File: config.mk
export PLATFORM = sky130hd
export DESIGN_NAME = sifh_pingpong_peak_histogrammer
export DESIGN_NICKNAME = d
export VERILOG_FILES = /design/src/rtl/sifh_pingpong_peak_histogrammer.sv
export SDC_FILE = /design/constraint.sdc
export NUM_CORES = 2
export LEC_CHECK = 0
export CORE_MARGIN = 2
export CORE_UTILIZATION = 46
export DETAILED_ROUTE_END_ITERATION = 8
export SLEW_MARGIN = 20
export SYNTH_ARGS = -nofsm -noshare
export SYNTH_HDL_FRONTEND = slang
export SYNTH_SLANG_ARGS = --single-unit
File: constraint.sdc
create_clock -name i_clk -period 13.2 [get_ports i_clk]
set_clock_uncertainty 0.1 [all_clocks]
set_input_delay 1.98 -clock i_clk [delete_from_list [all_inputs] [get_ports i_clk]]
set_output_delay 1.98 -clock i_clk [all_outputs]
set_load 0.03 [all_outputs]
File: src/rtl/sifh_pingpong_peak_histogrammer.sv
// Ping-pong coarse histogrammer: one bank fills with TDC timestamps while the other
// is scanned (read-and-clear) for its peak bin, one peak report per pixel.
module sifh_pingpong_peak_histogrammer #(
  parameter  int NP        = 10,
  parameter  int BIN_SHIFT = 5,
  parameter  int PIXEL_NUM = 3,
  parameter  int SAMPLES   = 8,
  parameter  int CNT_W     = 8,
  parameter  int SKIP_ZERO = 1,
  localparam int BW        = NP - BIN_SHIFT,
  localparam int NBIN      = 2 ** BW,
  localparam int PW        = (PIXEL_NUM > 1) ? $clog2(PIXEL_NUM) : 1,
  localparam int SW        = $clog2(SAMPLES) + 1
) (
  input  logic                    i_clk,
  input  logic                    i_res,
  input  logic                    i_wrEn,
  input  logic [NP-1:0]           i_data,
  output logic                    o_in_ready,
  output logic                    o_peak_valid,
  output logic [PW-1:0]           o_peak_pix,
  output logic [BW-1:0]           o_peak_bin,
  output logic [CNT_W-1:0]        o_peak_cnt,
  output logic [PIXEL_NUM*BW-1:0] o_peakResult,
  output logic                    o_frame_done,
  output logic                    o_sat_flag
);

  typedef enum logic [1:0] {S_IDLE, S_SCAN, S_DONE} state_t;

  state_t           r_state, w_nextState;
  logic [CNT_W-1:0] r_bank [2][NBIN];
  logic             r_fill;
  logic [PW-1:0]    r_pix;
  logic [SW-1:0]    r_sampCnt;
  logic [1:0]       r_pending;
  logic [PW-1:0]    r_tag [2];
  logic             r_scanBank;
  logic [BW-1:0]    r_scanIdx, r_bestBin;
  logic [CNT_W-1:0] r_bestCnt;

  logic             w_fillFree, w_accept, w_close, w_binned, w_atMax;
  logic             w_canStart, w_startBank, w_start, w_step, w_report;
  logic [BW-1:0]    w_bin;
  logic [CNT_W-1:0] w_cur, w_scanCnt;
  logic [PW-1:0]    w_reportPix;

  assign w_fillFree  = !r_pending[r_fill] && !(r_state == S_SCAN && r_scanBank == r_fill);
  assign o_in_ready  = i_res && w_fillFree;
  assign w_accept    = i_wrEn && o_in_ready;
  assign w_close     = w_accept && (r_sampCnt == SW'(SAMPLES - 1));
  assign w_bin       = i_data[NP-1:BIN_SHIFT];
  assign w_binned    = w_accept && !((SKIP_ZERO != 0) && (i_data == '0));
  assign w_cur       = r_bank[r_fill][w_bin];
  assign w_atMax     = &w_cur;
  assign w_scanCnt   = r_bank[r_scanBank][r_scanIdx];
  assign w_reportPix = r_tag[r_scanBank];

  // A bank already waiting is always older than one closing this very cycle.
  assign w_canStart  = (r_state != S_SCAN) && ((|r_pending) || w_close);
  assign w_startBank = r_pending[0] ? 1'b0 : (r_pending[1] ? 1'b1 : r_fill);

  always_ff @(posedge i_clk) begin
    if (!i_res) r_state <= S_IDLE;
    else        r_state <= w_nextState;
  end

  always_comb begin
    w_nextState = r_state;
    case (r_state)
      S_IDLE:  if (w_canStart) w_nextState = S_SCAN;
      S_SCAN:  if (r_scanIdx == BW'(NBIN - 1)) w_nextState = S_DONE;
      S_DONE:  w_nextState = w_canStart ? S_SCAN : S_IDLE;
      default: w_nextState = S_IDLE;
    endcase
  end

  always_comb begin
    w_start  = 1'b0;
    w_step   = 1'b0;
    w_report = 1'b0;
    if (r_state != S_SCAN && w_nextState == S_SCAN) w_start = 1'b1;
    if (r_state == S_SCAN) w_step = 1'b1;
    if (r_state == S_DONE) w_report = 1'b1;
  end

  // Fill increments and scan clears always hit different banks.
  always_ff @(posedge i_clk) begin
    if (!i_res) begin
      for (int b = 0; b < 2; b++)
        for (int k = 0; k < NBIN; k++)
          r_bank[b][k] <= '0;
      o_sat_flag <= 1'b0;
    end else begin
      if (w_binned && !w_atMax) r_bank[r_fill][w_bin] <= w_cur + 1'b1;
      if (w_binned && w_atMax)  o_sat_flag <= 1'b1;
      if (w_step)               r_bank[r_scanBank][r_scanIdx] <= '0;
    end
  end

  always_ff @(posedge i_clk) begin
    if (!i_res) begin
      r_fill    <= 1'b0;
      r_pix     <= '0;
      r_sampCnt <= '0;
      r_pending <= '0;
      r_tag[0]  <= '0;
      r_tag[1]  <= '0;
    end else begin
      if (w_accept) begin
        if (w_close) begin
          r_sampCnt     <= '0;
          r_fill        <= ~r_fill;
          r_tag[r_fill] <= r_pix;
          r_pix         <= (r_pix == PW'(PIXEL_NUM - 1)) ? '0 : r_pix + 1'b1;
        end else begin
          r_sampCnt <= r_sampCnt + 1'b1;
        end
      end
      for (int b = 0; b < 2; b++)
        r_pending[b] <= (r_pending[b] || (w_close && r_fill == b))
                        && !(w_start && w_startBank == b);
    end
  end

  always_ff @(posedge i_clk) begin
    if (!i_res) begin
      r_scanBank   <= 1'b0;
      r_scanIdx    <= '0;
      r_bestBin    <= '0;
      r_bestCnt    <= '0;
      o_peak_valid <= 1'b0;
      o_frame_done <= 1'b0;
      o_peak_pix   <= '0;
      o_peak_bin   <= '0;
      o_peak_cnt   <= '0;
      o_peakResult <= '0;
    end else begin
      o_peak_valid <= w_report;
      o_frame_done <= w_report && (w_reportPix == PW'(PIXEL_NUM - 1));
      if (w_report) begin
        o_peak_pix <= w_reportPix;
        o_peak_bin <= r_bestBin;
        o_peak_cnt <= r_bestCnt;
        o_peakResult[int'(w_reportPix)*BW +: BW] <= r_bestBin;
      end
      if (w_start) begin
        r_scanBank <= w_startBank;
        r_scanIdx  <= '0;
        r_bestBin  <= '0;
        r_bestCnt  <= '0;
      end else if (w_step) begin
        if (w_scanCnt > r_bestCnt) begin
          r_bestBin <= r_scanIdx;
          r_bestCnt <= w_scanCnt;
        end
        r_scanIdx <= r_scanIdx + 1'b1;
      end
    end
  end

endmodule
==> impl_metrics.json <==
{
  "setup_viol": 0,
  "endpoint_kind": "flip-flop",
  "place_congestion": 1.04,
  "place_hpwl_um": 90200,
  "dieArea_um2": 71800,
  "cp_slowest_cell": "buf_4",
  "seq_area_um2": 11700,
  "numClockSinks": 581,
  "cts_buffers": 66,
  "critPathRequiredTime_ns": 13.63,
  "total_power_w": 0.00403,
  "cp_num_buf_inv": 7,
  "multi_input_area_um2": 18600,
  "crit_top_cell": "buf_4",
  "clk-insertion-delay-late_ns": 0.62,
  "antenna_found_initial": 5,
  "grt_pass1_wl_um": 195000,
  "power_density_nw_per_um2": 116,
  "rr_worst_depth": 15,
  "initial_core_util_pct": 46.6,
  "syn-num-nets": 3465,
  "tightest_slew_ns": 1.28,
  "dr_total_vias": 29407,
  "fmax_mhz": 126,
  "crit_family": "buffers and inverters",
  "ys_ff_latch": 581,
  "drtAntennaViolNets": 0,
  "io_buffer_count": 46,
  "async_reset_ff_share_pct": 0,
  "status": "completed",
  "setup_tns_ns": 0,
  "slew_viol_final": 0,
  "root_buffer": "clkbuf_16",
  "grt_pass1_vias": 27422,
  "slew_headroom_pct": 14.3,
  "worstPathCellList": "buf_8, buf_4, mux2i_1, o22ai_1, a2111oi_0, a32oi_1, nor2_4, inv_1, ha_1, inv_1, or4_1, buf_4, nand2_1, buf_4, nor2_4, buf_4, nand2_1, a21oi_1",
  "syn2layout_area_growth_pct": 8.15,
  "yosys_warnings": 0,
  "hold_viol": 0,
  "pin_count": 47,
  "leakage_nw": 11.6,
  "rsz0062_at_grt": "no",
  "period_share_pct": 60.3,
  "min_path_cells": 2,
  "cts_buffer_depth": 3,
  "overflow": 0,
  "nNetsFinal": 3309,
  "die_x_um": 268,
  "clk_pin_slew_ns": 0.06,
  "finalCriticalPeriod_ns": 7.96,
  "htreeDepth": 3,
  "rows": 96,
  "max_cap_viol_count": 0,
  "min_from": "o_peak_bin[3]",
  "ys_seq_area_share_pct": 36.4,
  "netlist_area_um2": 32000,
  "ir_drop_mv": 0.0897,
  "fillers": 6216,
  "drtPass1Iterations": 7,
  "worstSetupPathType": "in2reg",
  "syn_inst": 3432,
  "ys.flop_type": "dfxtp_1",
  "initialDrtViolationCount": 4709,
  "r2r_end": "r_bank[1][74]",
  "ctsResizeCount": 0,
  "vias_per_cell": 6.91,
  "cts_tree": "yes",
  "slowest_delay_ns": 0.83,
  "post_drt_wl_per_cell_um": 31.9,
  "cp.arrival_ns": 8.40,
  "worstHoldEndpoint": "o_peak_bin[3]",
  "postCtsSetupBuffers": 0,
  "start_kind": "input pin",
  "reg2reg_slack_ns": 6.16,
  "grt_usage_pct": 37.5,
  "final_layout_size_suffix_gt1_share_pct": 14.0,
  "avgSynthCellArea_um2": 9.34,
  "mostFrequentLayoutCell": "dfxtp_1",
  "core_um2": 68800,
  "grt_start_max_net_pins": 181,
  "synth_edf_count": 4,
  "drc": 0,
  "ys_types": 80,
  "die_y_um": 268,
  "routed_wirelength_um": 136000,
  "layout_common_cells": "dfxtp_1 (573), nand2_1 (427), a21oi_1 (394), nand3_1 (343), mux2i_1 (294)",
  "path_max_fanout": 80,
  "hp-class": "reg2reg",
  "holdBufCountCts": 0
}
area by class of cell:
type	instances	area share, %
Inverter	19	0.206
Multi-Input combinational cell	2504	53.7
Sequential cell	581	33.7
Clock buffer	96	5.71
Tap cell	931	3.36
Clock inverter	19	0.592
Antenna cell	3	0.0217
Timing Repair Buffer	104	2.67
sequential cells by signal, indices dropped and copies added (netlist names), 2 cells and up, named ones only:
signal	flops
r_tag	4
r_scanIdx	5
r_state	2
r_sampCnt	4
r_pix	2
r_bestCnt	8
r_pending	2
o_peak_bin	5
o_peakResult	15
o_peak_pix	2
o_peak_cnt	8
r_bank	512
r_bestBin	5
Yosys cell counts, types with 37 or more instances:
master      n  area [um^2]
buf_4      37          278
clkbuf_1  126          473
o22ai_1    65          407
o21ai_0    53          265
dfxtp_1   577        11600
a21oi_1   394         1970
buf_1      53          199
buf_2      79          395
mux4_2    196         4410
nand3b_1  100          751
nor2_1    240          901
mux2i_1   294         2940
nand3_1   343         1720
nand2_1   429         1610
how the worst max path moves through the flow:
stage / from / endpoint / slack [ns] / depth (start not counted)
2_1_floorplan: i_data[6] / r_bank[1][152] / 7.29 / 25
3_3_place_gp: i_data[6] / r_bank[1][76] / 4.94 / 17
3_5_place_dp: i_data[6] / r_bank[1][139] / 4.84 / 17
4_1_cts: i_data[6] / r_bank[1][139] / 5.48 / 17
5_1_grt: i_data[6] / r_bank[1][137] / 5.03 / 17
6_report: i_data[6] / r_bank[1][44] / 5.24 / 18
metrics by stage:
stage               setup WS [ns]  utilization (%)  hold WS [ns]  instance area (um^2)  cells
finish                       5.24             50.3         0.353                 34600   4257
detailed placement           4.84             47.2         0.347                 32500   4139
global placement             4.94             47.1         0.344                 32400   4138
global route                 5.03             50.3         0.379                 34600   4254
CTS                          5.48             50.3         0.353                 34600   4254
floorplan                    7.29                -         0.342                 32000   3432
layer usage:
layer	share of wire, %	global-route usage, %
met3	14	12.8
met1	38	49.5
met2	41	53.3
met5	0.030	0
met4	6.7	21.5
cell families after synthesis:
| group | count (synthesis) | share of synthesized area, % |
|---|---|---|
| compound gates | 656 | 11.8 |
| xor+xnor | 10 | 0.449 |
| fa+ha+maj | 20 | 0.781 |
| buf+inv | 347 | 5.69 |
| flops | 581 | 36.4 |
| mux | 501 | 23.3 |
| simple gates | 1317 | 21.5 |
power by group:
group | switching, W | leakage [nW] | internal (W) | total, W
registers | 0.0000319 | 4.71 | 0.00179 | 0.00182
clock network | 0.000779 | 1.08 | 0.00112 | 0.00190
logic | 0.000228 | 5.84 | 0.0000814 | 0.000309
total | 0.00104 | 11.6 | 0.00299 | 0.00403
worst min-delay path, delay by kind of cell (launching register included):
family             cells  cell delay [ns]
and+or+nand+nor        1             0.05
DFF                    1             0.31
AOI/OAI and AO/OA      1             0.05
No activity file was read; power rests on OpenSTA's default activity.
